### src/rtl/gcd_pkg.sv
// Shared types for the GCD sequencer, the ALU it drives and the gcd_top wrapper.
// Holds the ALU opcode encoding, the sequencer state encoding and the datapath width.
package gcd_pkg;

    localparam int GCD_WIDTH = 8;

    typedef enum logic [2:0] {
        ALU_PASS = 3'b000,
        ALU_AND  = 3'b001,
        ALU_OR   = 3'b010,
        ALU_NOT  = 3'b011,
        ALU_ADD  = 3'b100,
        ALU_SUB  = 3'b101,
        ALU_INC  = 3'b110,
        ALU_DEC  = 3'b111
    } alu_op_t;

    typedef enum logic [2:0] {
        ST_IDLE  = 3'd0,
        ST_CHECK = 3'd1,
        ST_SUB_A = 3'd2,
        ST_SUB_B = 3'd3,
        ST_DONE  = 3'd4
    } gcd_state_t;

endpackage

### src/rtl/gcd_ctrl.sv
// GCD sequencer: computes GCD(A,B) by repeated larger-minus-smaller subtraction,
// borrowing an external ALU for each subtraction and writing alu_dout back.
module gcd_ctrl
    import gcd_pkg::*;
#(
    parameter int WIDTH    = GCD_WIDTH,
    parameter int MAX_ITER = 255
) (
    input  logic             i_clk,
    input  logic             i_rst,
    input  logic             i_start,
    input  logic [WIDTH-1:0] i_a_in,
    input  logic [WIDTH-1:0] i_b_in,
    output logic             o_busy,
    output logic             o_done,
    output logic             o_error,
    output logic [WIDTH-1:0] o_result,
    output logic [7:0]       o_iter_count,
    output logic [WIDTH-1:0] o_alu_a,
    output logic [WIDTH-1:0] o_alu_b,
    output logic [2:0]       o_alu_op,
    input  logic [WIDTH-1:0] i_alu_dout
);

    localparam logic [7:0] MAX_ITER_C = 8'(MAX_ITER);

    gcd_state_t       r_state;
    gcd_state_t       w_next_state;
    logic [WIDTH-1:0] r_a;
    logic [WIDTH-1:0] r_b;
    logic [WIDTH-1:0] r_result;
    logic [7:0]       r_iter;
    logic             r_error;
    alu_op_t          w_alu_op;

    logic w_a_zero;
    logic w_b_zero;
    logic w_a_eq_b;
    logic w_a_gt_b;
    logic w_at_limit;
    logic w_finish;

    assign w_a_zero   = (r_a == {WIDTH{1'b0}});
    assign w_b_zero   = (r_b == {WIDTH{1'b0}});
    assign w_a_eq_b   = (r_a == r_b);
    assign w_a_gt_b   = (r_a > r_b);
    assign w_at_limit = (r_iter == MAX_ITER_C);
    // The limit test sits before every subtraction, so r_iter can never pass MAX_ITER.
    assign w_finish   = w_a_zero | w_b_zero | w_a_eq_b | w_at_limit;

    // State register
    always_ff @(posedge i_clk) begin
        if (i_rst) begin
            r_state <= ST_IDLE;
        end else begin
            r_state <= w_next_state;
        end
    end

    // Next-state decode
    always_comb begin
        w_next_state = r_state;
        case (r_state)
            ST_IDLE: begin
                if (i_start) w_next_state = ST_CHECK;
                else         w_next_state = ST_IDLE;
            end
            ST_CHECK: begin
                if (w_finish)      w_next_state = ST_DONE;
                else if (w_a_gt_b) w_next_state = ST_SUB_A;
                else               w_next_state = ST_SUB_B;
            end
            ST_SUB_A: w_next_state = ST_CHECK;
            ST_SUB_B: w_next_state = ST_CHECK;
            ST_DONE:  w_next_state = ST_IDLE;
            default:  w_next_state = ST_IDLE;
        endcase
    end

    // Working registers, iteration counter and held result/error
    always_ff @(posedge i_clk) begin
        if (i_rst) begin
            r_a      <= {WIDTH{1'b0}};
            r_b      <= {WIDTH{1'b0}};
            r_result <= {WIDTH{1'b0}};
            r_iter   <= 8'd0;
            r_error  <= 1'b0;
        end else begin
            case (r_state)
                ST_IDLE: begin
                    if (i_start) begin
                        r_a     <= i_a_in;
                        r_b     <= i_b_in;
                        r_iter  <= 8'd0;
                        r_error <= 1'b0;
                    end
                end
                ST_CHECK: begin
                    if (w_a_zero) begin
                        r_result <= r_b;
                    end else if (w_b_zero) begin
                        r_result <= r_a;
                    end else if (w_a_eq_b) begin
                        r_result <= r_a;
                    end else if (w_at_limit) begin
                        r_error  <= 1'b1;
                        r_result <= {WIDTH{1'b0}};
                    end
                end
                ST_SUB_A: begin
                    r_a    <= i_alu_dout;
                    r_iter <= r_iter + 8'd1;
                end
                ST_SUB_B: begin
                    r_b    <= i_alu_dout;
                    r_iter <= r_iter + 8'd1;
                end
                default: begin
                end
            endcase
        end
    end

    // ALU operand/opcode drive and status flags, decoded from the current state
    always_comb begin
        w_alu_op = ALU_PASS;
        o_alu_a  = r_a;
        o_alu_b  = r_b;
        case (r_state)
            ST_SUB_A: begin
                w_alu_op = ALU_SUB;
            end
            ST_SUB_B: begin
                w_alu_op = ALU_SUB;
                o_alu_a  = r_b;
                o_alu_b  = r_a;
            end
            default: begin
                w_alu_op = ALU_PASS;
            end
        endcase
    end

    assign o_alu_op     = w_alu_op;
    assign o_busy       = (r_state != ST_IDLE);
    assign o_done       = (r_state == ST_DONE);
    assign o_result     = r_result;
    assign o_iter_count = r_iter;
    assign o_error      = r_error;

endmodule
### config.mk
export PLATFORM = sky130hd
export DESIGN_NAME = gcd_ctrl
export DESIGN_NICKNAME = d
export VERILOG_FILES = /design/src/rtl/gcd_pkg.sv /design/src/rtl/gcd_ctrl.sv
export SDC_FILE = /design/constraint.sdc
export NUM_CORES = 1
export LEC_CHECK = 0
export ABC_AREA = 1
export CAP_MARGIN = 20
export CORE_AREA = 2 2 80 82
export CTS_BUF_LIST = sky130_fd_sc_hd__clkbuf_8
export DETAILED_ROUTE_END_ITERATION = 12
export DIE_AREA = 0 0 82 84
export PLACE_DENSITY = 0.76
export SLEW_MARGIN = 20
export SYNTH_ARGS = -nofsm -noshare
export SYNTH_HDL_FRONTEND = slang
export SYNTH_SLANG_ARGS = --single-unit
### constraint.sdc
create_clock -name i_clk -period 2.36 [get_ports i_clk]
set_input_delay 0.472 -clock i_clk [delete_from_list [all_inputs] [get_ports i_clk]]
set_output_delay 0.472 -clock i_clk [all_outputs]
set_load 0.1 [all_outputs]
==> results.json <==
{
  "finClkSkew_ns": 0.00424,
  "fin_area_um2": 3300,
  "crit_type": "reg -> out",
  "hpwl_um": 4710,
  "hold_viol_final": 0,
  "ys_types": 31,
  "ys_ff_latch": 36,
  "netlist_instances": 367,
  "syn2layout_area_growth_pct": 39.6,
  "diodes": 0,
  "grt_pass1_vias": 2259,
  "syn-mean-instance-area_um2": 6.45,
  "first_iter_violations": 150,
  "cp_max_fo": 19,
  "port_buffers": 63,
  "grtUsageTotal": 0.186,
  "grt_overflow_total": 0,
  "firstDrtPassIters": 4,
  "multi_input_comb_area_um2": 1350,
  "ys_seq_area_frac": 0.304,
  "vias": 2453,
  "slew_viol_final": 0,
  "nFillCells": 593,
  "core_region_area_um2": 6100,
  "drv_cap": 0,
  "final_core_util": 0.542,
  "clkTransAtPathRegs_ns": 0.08,
  "nets": 466,
  "drc": 0,
  "num_rows": 29,
  "status": "completed",
  "cts_tree": "done",
  "clockBufferDepth": 2,
  "regArea_um2": 721,
  "setup_viol": 0,
  "layout-drive-gt1-share": 0.181,
  "setup_tns_ns": 0,
  "timing.final.crit_period_ns": 2.21,
  "via_per_inst": 4.83,
  "post_cts_buffers": 0,
  "numCtsBuffers": 5,
  "wl_um": 6150,
  "root_buffer": "clkbuf_8",
  "place_area_um2": 3190,
  "cp.required_ns": 1.89,
  "period_share": 0.936,
  "numClockSinks": 36,
  "worstHoldPathType": "reg -> reg",
  "arrival_ns": 1.74,
  "syn_nets": 403,
  "wire_per_inst_um": 12.1,
  "clock.fmax_ghz": 0.453,
  "finalWeightedCongestion": 0.848,
  "ctsHoldBuffers": 0,
  "io_pins": 65,
  "rsz0062_at_grt": "false",
  "worstSetupStartpointType": "flop",
  "grt_pass1_wl_um": 10100,
  "die_area_um2": 6890,
  "postRouteAntennaNets": 0,
  "start_util": 0.388,
  "end_kind": "primary output",
  "die_w_um": 82,
  "die_y_um": 84,
  "antenna_found_initial": 0,
  "synth_area_um2": 2370,
  "grt_max_degree": 39,
  "htreeDepth": 2,
  "yosysWarnings": 0,
  "clock_latency_ns": 0.29
}
-- final cells by class --
cell class                      count  area share
Tap cell                           77      0.0292
Clock buffer                        5      0.0208
Sequential cell                    36       0.218
Clock inverter                      3     0.00719
Timing Repair Buffer               68       0.250
Inverter                           57      0.0670
Multi-Input combinational cell    262       0.408
-- final timing paths --
check	start	end	slack (ns)	cells after the start
worst max-delay path	r_state[2]$_SDFF_PP0_	o_alu_b[5]	0.15	4
worst min-delay path	o_error$_SDFFE_PP0P_	o_error$_SDFFE_PP0P_	0.46	2
worst max register to register	r_b[7]$_SDFFE_PP0P_	o_result[4]$_SDFFE_PP0P_	0.53	11
worst min register to register	o_error$_SDFFE_PP0P_	o_error$_SDFFE_PP0P_	0.46	2
-- state kept, by name, indices dropped and copies added, names as in the netlist --
name          flops
o_iter_count      8
o_result          8
r_a               8
r_b               8
r_state           3
o_error           1
-- repair_timing --
action	in CTS	in global routing
setup endpoints to repair	0	15
hold endpoints to repair	0	0
gates resized for setup	0	1
-- cells in the final DEF (no fill, tap or decap) --
| cell | n |
|---|---|
| nand2_1 | 95 |
| inv_1 | 50 |
| nor2_1 | 39 |
| o21ai_1 | 38 |
| dfxtp_1 | 36 |
| a21oi_1 | 26 |
| clkdlybuf4s50_1 | 26 |
| buf_4 | 22 |
| buf_12 | 20 |
| o21ai_0 | 17 |
| nand3_1 | 10 |
| ha_1 | 9 |
| o21ai_2 | 7 |
| clkbuf_8 | 5 |
| inv_2 | 4 |
| nand3_4 | 3 |
| nand2_2 | 3 |
| nand2_4 | 3 |
| nor2_2 | 2 |
| clkinv_4 | 2 |
| clkinvlp_4 | 2 |
| inv_4 | 1 |
| nor2_4 | 1 |
| nor3_2 | 1 |
| nand4_4 | 1 |
| clkinv_1 | 1 |
| nor3_4 | 1 |
| nor3_1 | 1 |
| a21o_1 | 1 |
| nand4_1 | 1 |
| xor2_1 | 1 |
| o31ai_1 | 1 |
| conb_1 | 1 |
-- through the flow --
| step | cells | setup WS [ns] | hold WS, ns |
|---|---|---|---|
| after floorplan | 367 | -0.446 | 0.487 |
| after global placement | 499 | 0.396 | 0.451 |
| final | 508 | 0.151 | 0.461 |
| after CTS | 507 | 0.0345 | 0.463 |
| after global routing | 508 | 0.0716 | 0.491 |
| after detailed placement | 499 | 0.367 | 0.451 |
-- cell usage after synthesis (all sizes together) --
cell    count  area [µm²]
o21ai      62         325
nand2     101         409
xor2        1        8.76
nand4       2        27.5
dfxtp      36         721
nor2       42         170
inv        55         209
buf        11         104
o31ai       1        7.51
conb        1        3.75
a21oi      26         130
clkbuf      2        7.51
a21o        1        7.51
nand3      12        85.1
ha          9         113
clkinv      2        12.5
nor3        3        26.3
-- critical path, cell delays in order (launching register included) --
cell     delay [ns]
dfxtp_1        0.38
inv_2          0.24
nand3_4        0.26
o21ai_1        0.34
buf_12         0.22
-- layer usage --
metal  part of all wire  track usage  up-vias
li1                   -            -     1294
met1               0.46        0.252     1077
met2               0.48        0.297       74
met3              0.050       0.0303        8
met4              0.016       0.0591        0
met5                  0            0        -
-- cell families (layout without fill, tap and decap cells) --
family          Yosys count  in the layout  share of synthesized area
buf+inv                  70            133                      0.141
fa+ha+maj                 9              9                     0.0476
xor+xnor                  1              1                    0.00370
other cells               1              1                    0.00158
simple gates            160            161                      0.303
flops                    36             36                      0.304
compound gates           90             90                      0.199
Power is not shown: default switching activity piles up to over one toggle a cycle in this logic, so the estimate is an artifact.
